<file path="src/rtl/console_pkg.sv">
// Shared types and constants for the text console write-port sequencer.
package console_pkg;

  typedef enum logic [1:0] {
    IDLE  = 2'd0,
    WRITE = 2'd1,
    CLEAR = 2'd2,
    BLANK = 2'd3
  } state_t;

  localparam logic [7:0] CH_LF  = 8'h0A;
  localparam logic [7:0] CH_CR  = 8'h0D;
  localparam logic [7:0] CH_BS  = 8'h08;
  localparam logic [7:0] CH_FF  = 8'h0C;
  localparam logic [7:0] CH_TAB = 8'h09;

  typedef logic [11:0] vram_addr_t;

  // Length of a full-address-space clear (every VRAM cell, including off-screen ones).
  localparam logic [12:0] CLEAR_LEN = 13'd4096;

endpackage

</file>
<file path="src/rtl/console_fill.sv">
// Address-stream generator for VRAM fills: issues one write per cycle from
// base for len cells. Reset arms a full clear from address 0 so the screen is
// wiped right after reset without the controller having to issue a start.
module console_fill
  import console_pkg::*;
(
  input  logic        clk_pix,
  input  logic        rst,
  input  logic        start,
  input  logic [11:0] base,
  input  logic [12:0] len,
  output logic        we,
  output logic [11:0] addr,
  output logic        done
);

  logic        run_q, run_d;
  vram_addr_t  nxt_q, nxt_d;
  logic [12:0] left_q, left_d;

  // Next-state for the fill counter: load on start, otherwise step while running.
  always_comb begin
    run_d  = run_q;
    nxt_d  = nxt_q;
    left_d = left_q;
    if (start) begin
      run_d  = 1'b1;
      nxt_d  = base;
      left_d = len;
    end else if (run_q) begin
      nxt_d  = nxt_q + 12'd1;
      left_d = left_q - 13'd1;
      if (left_q == 13'd1) run_d = 1'b0;
    end
  end

  // Fill counter registers.
  always_ff @(posedge clk_pix) begin
    if (rst) begin
      run_q  <= 1'b1;
      nxt_q  <= '0;
      left_q <= CLEAR_LEN;
    end else begin
      run_q  <= run_d;
      nxt_q  <= nxt_d;
      left_q <= left_d;
    end
  end

  assign we   = run_q;
  assign addr = nxt_q;
  assign done = ~run_q;

endmodule

</file>
<file path="src/rtl/text_console_ctrl.sv">
// Text-mode VRAM write sequencer: consumes a byte stream, tracks the cursor,
// writes glyphs, clears the screen and scrolls by moving scroll_row.
// Optional feature: define CONSOLE_TAB_EN to treat 0x09 as a tab-stop move.
//
//   state | meaning
//   IDLE  | ready for a byte
//   WRITE | one cycle after accept; glyph write (if any) on the port
//   CLEAR | filling all 4096 cells with FILL_CHAR
//   BLANK | filling the COLS cells of a newly exposed row
module text_console_ctrl
  import console_pkg::*;
#(
  parameter int         COLS      = 80,
  parameter int         ROWS      = 30,
  parameter logic [7:0] FILL_CHAR = 8'h20
) (
  input  logic        clk_pix,
  input  logic        rst,
  input  logic        ch_valid,
  output logic        ch_ready,
  input  logic [7:0]  ch_data,
  output logic        vram_we,
  output logic [11:0] vram_waddr,
  output logic [7:0]  vram_din,
  output logic [4:0]  scroll_row,
  output logic [4:0]  cursor_row,
  output logic [6:0]  cursor_col,
  output logic        busy
);

  localparam logic [4:0]  LAST_ROW = 5'(ROWS - 1);
  localparam logic [6:0]  LAST_COL = 7'(COLS - 1);
  localparam logic [12:0] ROW_LEN  = 13'(COLS);

  state_t      state_q, state_d;
  logic [4:0]  row_q, row_d;
  logic [6:0]  col_q, col_d;
  logic [4:0]  scroll_q, scroll_d;
  logic        pend_q, pend_d;
  logic [4:0]  pend_row_q, pend_row_d;
  logic        ready_q, ready_d;
  logic        busy_q, busy_d;
  logic        we_q, we_d;
  vram_addr_t  waddr_q, waddr_d;
  logic [7:0]  din_q, din_d;

  logic        fill_start;
  vram_addr_t  fill_base;
  logic [12:0] fill_len;
  logic        fill_we;
  vram_addr_t  fill_addr;
  logic        fill_done;

  logic [4:0]  phys;
  logic        nl, nl_defer, nl_scroll_en;
  logic [4:0]  nl_row, nl_scroll, nl_blank;
`ifdef CONSOLE_TAB_EN
  logic [7:0]  tab_col;
`endif

  console_fill u_fill (
    .clk_pix (clk_pix),
    .rst     (rst),
    .start   (fill_start),
    .base    (fill_base),
    .len     (fill_len),
    .we      (fill_we),
    .addr    (fill_addr),
    .done    (fill_done)
  );

  // Byte decode, cursor/scroll update and write-port selection.
  always_comb begin
    state_d    = state_q;
    row_d      = row_q;
    col_d      = col_q;
    scroll_d   = scroll_q;
    pend_d     = pend_q;
    pend_row_d = pend_row_q;
    ready_d    = ready_q;
    busy_d     = busy_q;
    we_d       = 1'b0;
    waddr_d    = waddr_q;
    din_d      = din_q;
    fill_start = 1'b0;
    fill_base  = {pend_row_q, 7'd0};
    fill_len   = ROW_LEN;
    nl         = 1'b0;
    nl_defer   = 1'b0;

    phys         = row_q + scroll_q;
    nl_scroll_en = (row_q == LAST_ROW);
    nl_row       = nl_scroll_en ? row_q : row_q + 5'd1;
    nl_scroll    = nl_scroll_en ? scroll_q + 5'd1 : scroll_q;
    nl_blank     = nl_scroll + LAST_ROW;
`ifdef CONSOLE_TAB_EN
    tab_col      = {1'b0, col_q[6:3], 3'b000} + 8'd8;
`endif

    case (state_q)
      IDLE: begin
        if (ch_valid && ready_q) begin
          ready_d = 1'b0;
          state_d = WRITE;
          if (ch_data == CH_CR) begin
            col_d = '0;
          end else if (ch_data == CH_BS) begin
            if (col_q != '0) col_d = col_q - 7'd1;
          end else if (ch_data == CH_FF) begin
            state_d    = CLEAR;
            busy_d     = 1'b1;
            fill_start = 1'b1;
            fill_base  = '0;
            fill_len   = CLEAR_LEN;
          end else if (ch_data == CH_LF) begin
            nl = 1'b1;
`ifdef CONSOLE_TAB_EN
          end else if (ch_data == CH_TAB) begin
            if (tab_col >= 8'(COLS)) begin
              col_d = '0;
              nl    = 1'b1;
            end else begin
              col_d = tab_col[6:0];
            end
`endif
          end else begin
            we_d    = 1'b1;
            waddr_d = {phys, col_q};
            din_d   = ch_data;
            if (col_q == LAST_COL) begin
              col_d    = '0;
              nl       = 1'b1;
              // The glyph write must land before the blank starts, so the
              // blank is queued and launched from WRITE.
              nl_defer = 1'b1;
            end else begin
              col_d = col_q + 7'd1;
            end
          end
        end
      end
      WRITE: begin
        if (pend_q) begin
          pend_d     = 1'b0;
          state_d    = BLANK;
          busy_d     = 1'b1;
          fill_start = 1'b1;
        end else begin
          state_d = IDLE;
          ready_d = 1'b1;
        end
      end
      CLEAR, BLANK: begin
        if (fill_we) begin
          we_d    = 1'b1;
          waddr_d = fill_addr;
          din_d   = FILL_CHAR;
        end else if (fill_done) begin
          state_d = IDLE;
          ready_d = 1'b1;
          busy_d  = 1'b0;
          if (state_q == CLEAR) begin
            row_d    = '0;
            col_d    = '0;
            scroll_d = '0;
          end
        end
      end
      default: ;
    endcase

    if (nl) begin
      row_d    = nl_row;
      scroll_d = nl_scroll;
      if (nl_scroll_en) begin
        if (nl_defer) begin
          pend_d     = 1'b1;
          pend_row_d = nl_blank;
        end else begin
          state_d    = BLANK;
          busy_d     = 1'b1;
          fill_start = 1'b1;
          fill_base  = {nl_blank, 7'd0};
          fill_len   = ROW_LEN;
        end
      end
    end
  end

  // FSM and registered outputs; reset restarts the full clear.
  always_ff @(posedge clk_pix) begin
    if (rst) begin
      state_q    <= CLEAR;
      row_q      <= '0;
      col_q      <= '0;
      scroll_q   <= '0;
      pend_q     <= 1'b0;
      pend_row_q <= '0;
      ready_q    <= 1'b0;
      busy_q     <= 1'b1;
      we_q       <= 1'b0;
      waddr_q    <= '0;
      din_q      <= '0;
    end else begin
      state_q    <= state_d;
      row_q      <= row_d;
      col_q      <= col_d;
      scroll_q   <= scroll_d;
      pend_q     <= pend_d;
      pend_row_q <= pend_row_d;
      ready_q    <= ready_d;
      busy_q     <= busy_d;
      we_q       <= we_d;
      waddr_q    <= waddr_d;
      din_q      <= din_d;
    end
  end

  assign ch_ready   = ready_q;
  assign busy       = busy_q;
  assign vram_we    = we_q;
  assign vram_waddr = waddr_q;
  assign vram_din   = din_q;
  assign scroll_row = scroll_q;
  assign cursor_row = row_q;
  assign cursor_col = col_q;

endmodule

</file>
<file path="config.mk">
export PLATFORM = sky130hd
export DESIGN_NAME = text_console_ctrl
export DESIGN_NICKNAME = d
export VERILOG_FILES = /design/src/rtl/console_pkg.sv /design/src/rtl/console_fill.sv /design/src/rtl/text_console_ctrl.sv
export SDC_FILE = /design/constraint.sdc
export NUM_CORES = 1
export LEC_CHECK = 0
export ABC_AREA = 1
export CORE_MARGIN = 4
export CORE_UTILIZATION = 57
export DETAILED_ROUTE_END_ITERATION = 10
export PLACE_DENSITY = 0.93
export SYNTH_ARGS = -nofsm -noshare
export SYNTH_HDL_FRONTEND = slang
export SYNTH_SLANG_ARGS = --single-unit
</file>
<file path="constraint.sdc">
create_clock -name clk_pix -period 2.1 [get_ports clk_pix]
set_input_delay 0.42 -clock clk_pix [delete_from_list [all_inputs] [get_ports clk_pix]]
set_output_delay 0.42 -clock clk_pix [all_outputs]
set_load 0.01 [all_outputs]
</file>
==> results.json, run 1 <==
{
  "worstHoldStart": "ch_data[1]",
  "clockBufferDepth": 2,
  "cts.clk_slew.worst_paths_ns": 0.08,
  "synth_xor_area_frac": 0.04759,
  "via_per_inst": 5.843,
  "finalSetupViolations": 6,
  "first_global_vias": 4808,
  "dp.cells": 829,
  "required_ns": 2.33,
  "yosys.area_share.simple": 0.3266,
  "slew_headroom": 0.7560,
  "cts_hold_buffers": 0,
  "synth_area_leaders": "dfxtp_1, nand2_1, a21oi_1",
  "finClkSkew_ns": 0.01534,
  "worst_slew_pin_slew_ns": 0.3621,
  "diodes": 0,
  "finalHoldViolCount": 0,
  "hpwl_um": 9189,
  "synthMuxAreaShare": 0,
  "min_period_ns": 2.147,
  "syn_area_per_cell_um2": 6.785,
  "ant_nets": 0,
  "place_congestion": 0.9545,
  "endpoint_kind": "register",
  "utilization": 0.7549,
  "final_cell_count_no_fill": 846,
  "synth.yosys.seq_area_share": 0.3354,
  "crit_path_start_kind": "input port",
  "grt_max_degree": 34,
  "grtUsageTotal": 0.2951,
  "regToRegSetupSlack_ns": 0.09,
  "ys_seq_elements": 74,
  "status": "complete, but fails checks",
  "clock-sinks": 74,
  "peakVddDrop_uv": 406.6,
  "start_util": 0.5962,
  "routed_wl_um": 13060,
  "p_leak_nw": 2.391,
  "ys_dominant_reg_cell": "dfxtp_1",
  "ff2ff_path_depth": 13,
  "cap_viol_max_count": 0,
  "cts_buffers": 9,
  "dieArea_um2": 9221,
  "cts_tree": "yes",
  "drive_above_1_share": 0.1473,
  "antenna_found_initial": 0,
  "synthTopCellsByCount": "nand2_1, dfxtp_1, nor2_1",
  "whs_ns": 0.4554,
  "die_width_um": 96.03,
  "r2r_start": "cursor_col[0]",
  "synth_compound_area_frac": 0.1530,
  "setup_slack_ns": -0.04655,
  "first_pass_iters": 6,
  "critical_path_arrival_ns": 2.38,
  "syn_to_final_growth_pct": 26.63,
  "io_pins": 51,
  "rows": 31,
  "dr.first_iter.drc_count": 431,
  "die_height_um": 96.03,
  "critPathMaxFanout": 6,
  "power_density_nw_per_um2": 673.4,
  "postSynthCellCount": 651,
  "synth_cell_types": 38,
  "synth_adder_area_share": 0.04419,
  "worstSkewPairLatency_ns": 0.35,
  "port_buffers": 50,
  "gr-total-overflow": 0,
  "synthArstFlopShare": 0,
  "max_freq_mhz": 465.9,
  "final_nets": 768,
  "whs_path_depth": 3,
  "syn-num-nets": 677,
  "num_vias": 4943,
  "htree_levels": 3,
  "synth_edf_count": 0,
  "worstHoldPathType": "in -> reg",
  "whs_endpoint": "vram_din[1]",
  "synth_top_cell_area_share": 0.3354,
  "finalMaxSlewViolations": 0,
  "synth_top_family_by_area": "simple AND/OR/NAND/NOR gates",
  "setup.worst_path.class": "in -> reg",
  "coreArea_um2": 7408,
  "violations": "setup timing",
  "cts_root_buffer": "clkbuf_8",
  "synth_most_common_cell": "nand2_1",
  "syn_area_um2": 4417,
  "wire_per_inst_um": 15.44,
  "rsz0062_at_grt": "true",
  "r2r_end": "u_fill.addr[7]",
  "synth.largest_area_cell": "dfxtp_1",
  "fin_crit_sh": 1.022,
  "grt_pass1_wl_um": 21690,
  "remaining_drc_errors": 0,
  "yosysWarnings": 0
}
[cell families (layout without fill, tap and decap cells)]
| kind of cell | count (synthesis) | after routing |
|---|---|---|
| AND/OR/NAND/NOR | 314 | 314 |
| AO/OA/AOI/OAI | 127 | 127 |
| buffers and inverters | 97 | 193 |
| flip-flops | 74 | 74 |
| XOR/XNOR | 24 | 24 |
| adder cells (fa/ha/maj) | 15 | 15 |
[metrics by stage]
step                total power [mW]  setup TNS (ns)  worst slack (ns)  cell area [µm²]
floorplan                      2.280               0            0.1748             4417
global placement               2.481          -5.214           -0.2027             5318
detailed placement             2.537          -11.98           -0.3603             5318
CTS                            3.743               0           0.01216             5543
global route                   3.962          -1.536           -0.1642             5593
finish                         3.766         -0.1643          -0.04655             5593
[what timing repair did]
action | 4_1_cts | 5_1_grt
buffers inserted | 0 | 1
pin swaps | 0 | 2
hold endpoints to repair | 0 | 0
endpoints found under the setup margin | 3 | 41
gates resized for setup | 1 | 12
[how the worst max path moves through the flow]
stage / startpoint / to / slack, ns / cells after the start
2_1_floorplan: cursor_row[0] / u_fill.addr[11] / 0.17 / 16
3_3_place_gp: ch_data[1] / pend_row_q[0] / -0.20 / 11
3_5_place_dp: ch_data[1] / u_fill.addr[7] / -0.36 / 10
4_1_cts: ch_data[1] / u_fill.addr[7] / 0.01 / 13
5_1_grt: ch_data[2] / u_fill.addr[7] / -0.16 / 13
6_report: ch_data[3] / u_fill.addr[7] / -0.05 / 13
[registers in the layout, summed over array words and instances, names as in the netlist, 2 cells and up]
name and count:
cursor_col 7, cursor_row 5, pend_row_q 5, scroll_row 5, state_q 2, u_fill.addr 12, u_fill.left_q 13, vram_din 8
vram_waddr 12
[cell type report]
type	count	area, µm²
Timing Repair Buffer	105	930.9
Fill cell	481	1815
Sequential cell	74	1481
Clock inverter	7	93.84
Inverter	72	270.3
Multi-Input combinational cell	480	2569
Tap cell	99	123.9
Clock buffer	9	123.9
[metal layers]
metal  up-vias  GRT usage  wire [µm]
li1       2333          -          -
met1      2288     0.3519       5249
met2       266     0.5055       6320
met3        56    0.05629        922
met4         0     0.1434        572
met5         -          0          0
[cell usage in the layout, fill, tap and decap left out, types with 2 or more instances in the layout]
cell	instances
a21oi_1	61
xor2_1	17
clkinvlp_4	2
clkinv_2	2
dfxtp_1	74
nand4_1	26
bufinv_16	2
nand3b_1	2
nor2_4	5
nor2_2	3
nand3_4	3
nand2_2	6
a31oi_1	10
clkdlybuf4s50_1	48
buf_4	54
inv_1	59
inv_2	12
o21ai_0	42
o21a_1	2
or2_2	2
ha_1	14
clkbuf_8	9
a211oi_1	3
nand2_1	153
nand3_1	39
nand3_2	3
dlymetal6s2s_1	2
xnor2_1	7
o211ai_1	3
o21ai_1	4
nor3_1	6
nor2_1	61
[worst max-delay path, cell delays in order]
cell and delay, ns:
clkdlybuf4s50_1 0.55, nand2_1 0.11, nor2_1 0.15, nand2_2 0.14, nand2_2 0.10, nand3_2 0.15, nor2_4 0.17, nand2_4 0.10
buf_4 0.17, nand2_1 0.10, a21oi_1 0.06, nor2_1 0.10, nor2_1 0.05
[power by group]
group          switching, mW  leakage (nW)  internal [mW]
clock network          0.552         0.105          0.666
logic                  0.511          1.69          0.381
registers              0.126         0.600           1.53
Note: power is estimated with default switching activity, not from simulation.
==> run 2: changes to the inputs <==
--- a/config.mk
+++ b/config.mk
@@ -5,11 +5,11 @@
 export SDC_FILE = /design/constraint.sdc
 export NUM_CORES = 1
 export LEC_CHECK = 0
-export ABC_AREA = 1
 export CORE_MARGIN = 4
-export CORE_UTILIZATION = 57
+export CORE_UTILIZATION = 56
+export CTS_CLUSTER_DIAMETER = 120
 export DETAILED_ROUTE_END_ITERATION = 10
-export PLACE_DENSITY = 0.93
+export PLACE_DENSITY = 0.92
 export SYNTH_ARGS = -nofsm -noshare
 export SYNTH_HDL_FRONTEND = slang
 export SYNTH_SLANG_ARGS = --single-unit
==> run 2 against run 1 <==
  * The run still ends with setup timing left
  * Total power shrank 1.9%
  * Sequential power about the same
  * Design area grew 5.5%
  * Count of clock-buffer cells in the layout up 2
  * Synthesized area shrank 5.7%
  * Sequential cell count unchanged
  * Largest power group unchanged
  * Final cell count down 12%
  * Via count increased by 2.0%
  * Die area is 3.7% lower
  * Hold slack got worse by 0.069 ns
  * Critical endpoint is now u_fill.addr[11]
==> results.json, run 2 <==
{
  "slew_headroom": 0.4565,
  "violations": "setup timing",
  "rsz0062_at_grt": "true",
  "synth_cell_types": 67,
  "dr.first_iter.drc_count": 872,
  "antenna_found_initial": 0,
  "clockBufferDepth": 2,
  "final_nets": 665,
  "wire_per_inst_um": 23.50,
  "worstSkewPairLatency_ns": 0.37,
  "finalHoldViolCount": 0,
  "worst_slew_pin_slew_ns": 0.8078,
  "first_global_vias": 4763,
  "min_period_ns": 2.373,
  "synth_top_cell_area_share": 0.3556,
  "yosysWarnings": 0,
  "required_ns": 2.35,
  "syn_to_final_growth_pct": 41.65,
  "finClkSkew_ns": 0.01163,
  "r2r_end": "u_fill.addr[11]",
  "coreArea_um2": 7253,
  "largest-register": "u_fill.left_q",
  "ys_seq_elements": 74,
  "critical_path_arrival_ns": 2.63,
  "worstHoldPathType": "in -> reg",
  "syn_area_per_cell_um2": 8.170,
  "place_congestion": 0.9062,
  "cts_root_buffer": "clkbuf_8",
  "ant_nets": 0,
  "io_pins": 51,
  "whs_endpoint": "vram_din[3]",
  "crit_start": "cursor_row[1]",
  "ys_dominant_reg_cell": "dfxtp_1",
  "cts_tree": "yes",
  "largest_reg_flops": 13,
  "diodes": 0,
  "clock-sinks": 74,
  "first_pass_iters": 10,
  "synth.largest_area_cell": "dfxtp_1",
  "postSynthCellCount": 510,
  "syn_area_um2": 4166,
  "cts.clk_slew.worst_paths_ns": 0.08,
  "cap_viol_max_count": 0,
  "synth.yosys.seq_area_share": 0.3556,
  "dieArea_um2": 8884,
  "critPathMaxFanout": 3,
  "cts_hold_buffers": 0,
  "die_width_um": 94.26,
  "setup_slack_ns": -0.2734,
  "crit_path_start_kind": "register",
  "multi_input_area_um2": 2776,
  "setup.worst_path.class": "reg -> reg",
  "max_freq_mhz": 421.3,
  "synth_most_common_cell": "nor2_1",
  "grt_pass1_wl_um": 23290,
  "pre_cts_ws_ns": -0.6118,
  "finalPower_mw": 3.697,
  "regArea_um2": 1499,
  "remaining_drc_errors": 0,
  "most-common-layout-cells": "buf_4, nor2_1, dfxtp_1, clkdlybuf4s50_1, nand2_1",
  "synth_edf_count": 0,
  "fin_crit_sh": 1.130,
  "regToRegSetupSlack_ns": -0.27,
  "hpwl_um": 9326,
  "worstHoldStart": "ch_data[3]",
  "whs_path_depth": 3,
  "p_leak_nw": 2.463,
  "start_util": 0.5744,
  "die_height_um": 94.26,
  "synthTopCellsByCount": "nor2_1, dfxtp_1, nand2_1",
  "drive_above_1_share": 0.2857,
  "endpoint_kind": "register",
  "syn-num-nets": 536,
  "cts_buffers": 9,
  "fill_cells": 382,
  "layout_commonest_cell": "buf_4",
  "port_buffers": 50,
  "power_density_nw_per_um2": 626.3,
  "ff2ff_path_depth": 11,
  "synth_area_leaders": "dfxtp_1, nor2_1, ha_1",
  "synthArstFlopShare": 0,
  "via_per_inst": 6.785,
  "finalMaxSlewViolations": 0,
  "gr-total-overflow": 0,
  "peakVddDrop_uv": 413.7,
  "r2r_start": "cursor_row[1]",
  "whs_ns": 0.3865,
  "status": "complete, but fails checks",
  "grtUsageTotal": 0.3371,
  "htree_levels": 3,
  "grt_max_degree": 23,
  "rows": 31,
  "finalSetupViolations": 18,
  "num_vias": 5041,
  "routed_wl_um": 17460
}
[run 2: cell count changes after synthesis, moves of 19 or more]
cell	change
o21ai_0	-25
a21oi_1	-28
inv_1	-48
nand4_1	-19
nand2_1	-122
nand3_1	-21
[run 2: logic make-up (layout without fill, tap and decap cells)]
| kind of cell | count (synthesis) | after routing | share of synthesized area |
|---|---|---|---|
| and+or+nand+nor | 225 | 225 | 0.2766 |
| AOI/OAI and AO/OA | 105 | 105 | 0.1679 |
| DFF | 74 | 74 | 0.3556 |
| buffers and inverters | 43 | 177 | 0.04594 |
| xor gates and xnor gates | 30 | 30 | 0.06306 |
| muxes | 18 | 18 | 0.04414 |
| adders and majority gates | 15 | 15 | 0.04685 |
[run 2: per-layer routing]
metal / track usage / share of wire / vias to the layer above
met5: 0 / 0 / -
li1: - / - / 2078
met2: 0.5609 / 0.46 / 478
met4: 0.2310 / 0.092 / 0
met1: 0.3827 / 0.34 / 2303
met3: 0.07292 / 0.11 / 182
[run 2: how the worst max path moves through the flow]
stage                         to
2_1_floorplan    u_fill.addr[11]
3_3_place_gp   u_fill.left_q[12]
3_5_place_dp     u_fill.addr[10]
4_1_cts          u_fill.addr[11]
5_1_grt          u_fill.addr[11]
6_report         u_fill.addr[11]
[run 2: power by group]
group / switching [mW] / total, mW / internal (mW)
clock: 0.590 / 1.22 / 0.627
sequential: 0.133 / 1.66 / 1.53
combinational: 0.441 / 0.820 / 0.379
total: 1.16 / 3.70 / 2.53
[run 2: what timing repair did]
| item | CTS | global route |
|---|---|---|
| setup buffers | 8 | 12 |
| gates resized for setup | 27 | 46 |
| pin swaps | 8 | 21 |
| endpoints found under the setup margin | 60 | 43 |
[run 2: critical path, stage by stage (launching register included)]
cell and delay (ns):
dfxtp_4 0.36, inv_4 0.06, ha_4 0.13, nand4_1 0.17, and2_4 0.22, or2_4 0.23, ha_4 0.17, mux2i_1 0.27
o2bb2ai_2 0.12, xor2_2 0.19, a221oi_4 0.28, nor3_2 0.05
[run 2: layout make-up]
| class | instances | share of cell area |
|---|---|---|
| clock inverter | 5 | 0.009752 |
| timing repair buffer | 149 | 0.2109 |
| tap | 99 | 0.02099 |
| inverter | 12 | 0.008056 |
| clock buffer | 11 | 0.02586 |
| multi-input combinational | 393 | 0.4704 |
| sequential | 74 | 0.2540 |
[run 2: stage by stage]
step | cell area [µm²] | TNS, ns | instances | util
final | 5902 | -1.555 | 743 | 0.8137
after global routing | 5902 | -2.575 | 743 | 0.8137
after CTS | 5655 | -0.3015 | 732 | 0.7797
after detailed placement | 5313 | -32.76 | 708 | 0.7324
after global placement | 5313 | -28.12 | 708 | 0.7324
after floorplan | 4230 | -0.04775 | 510 | -
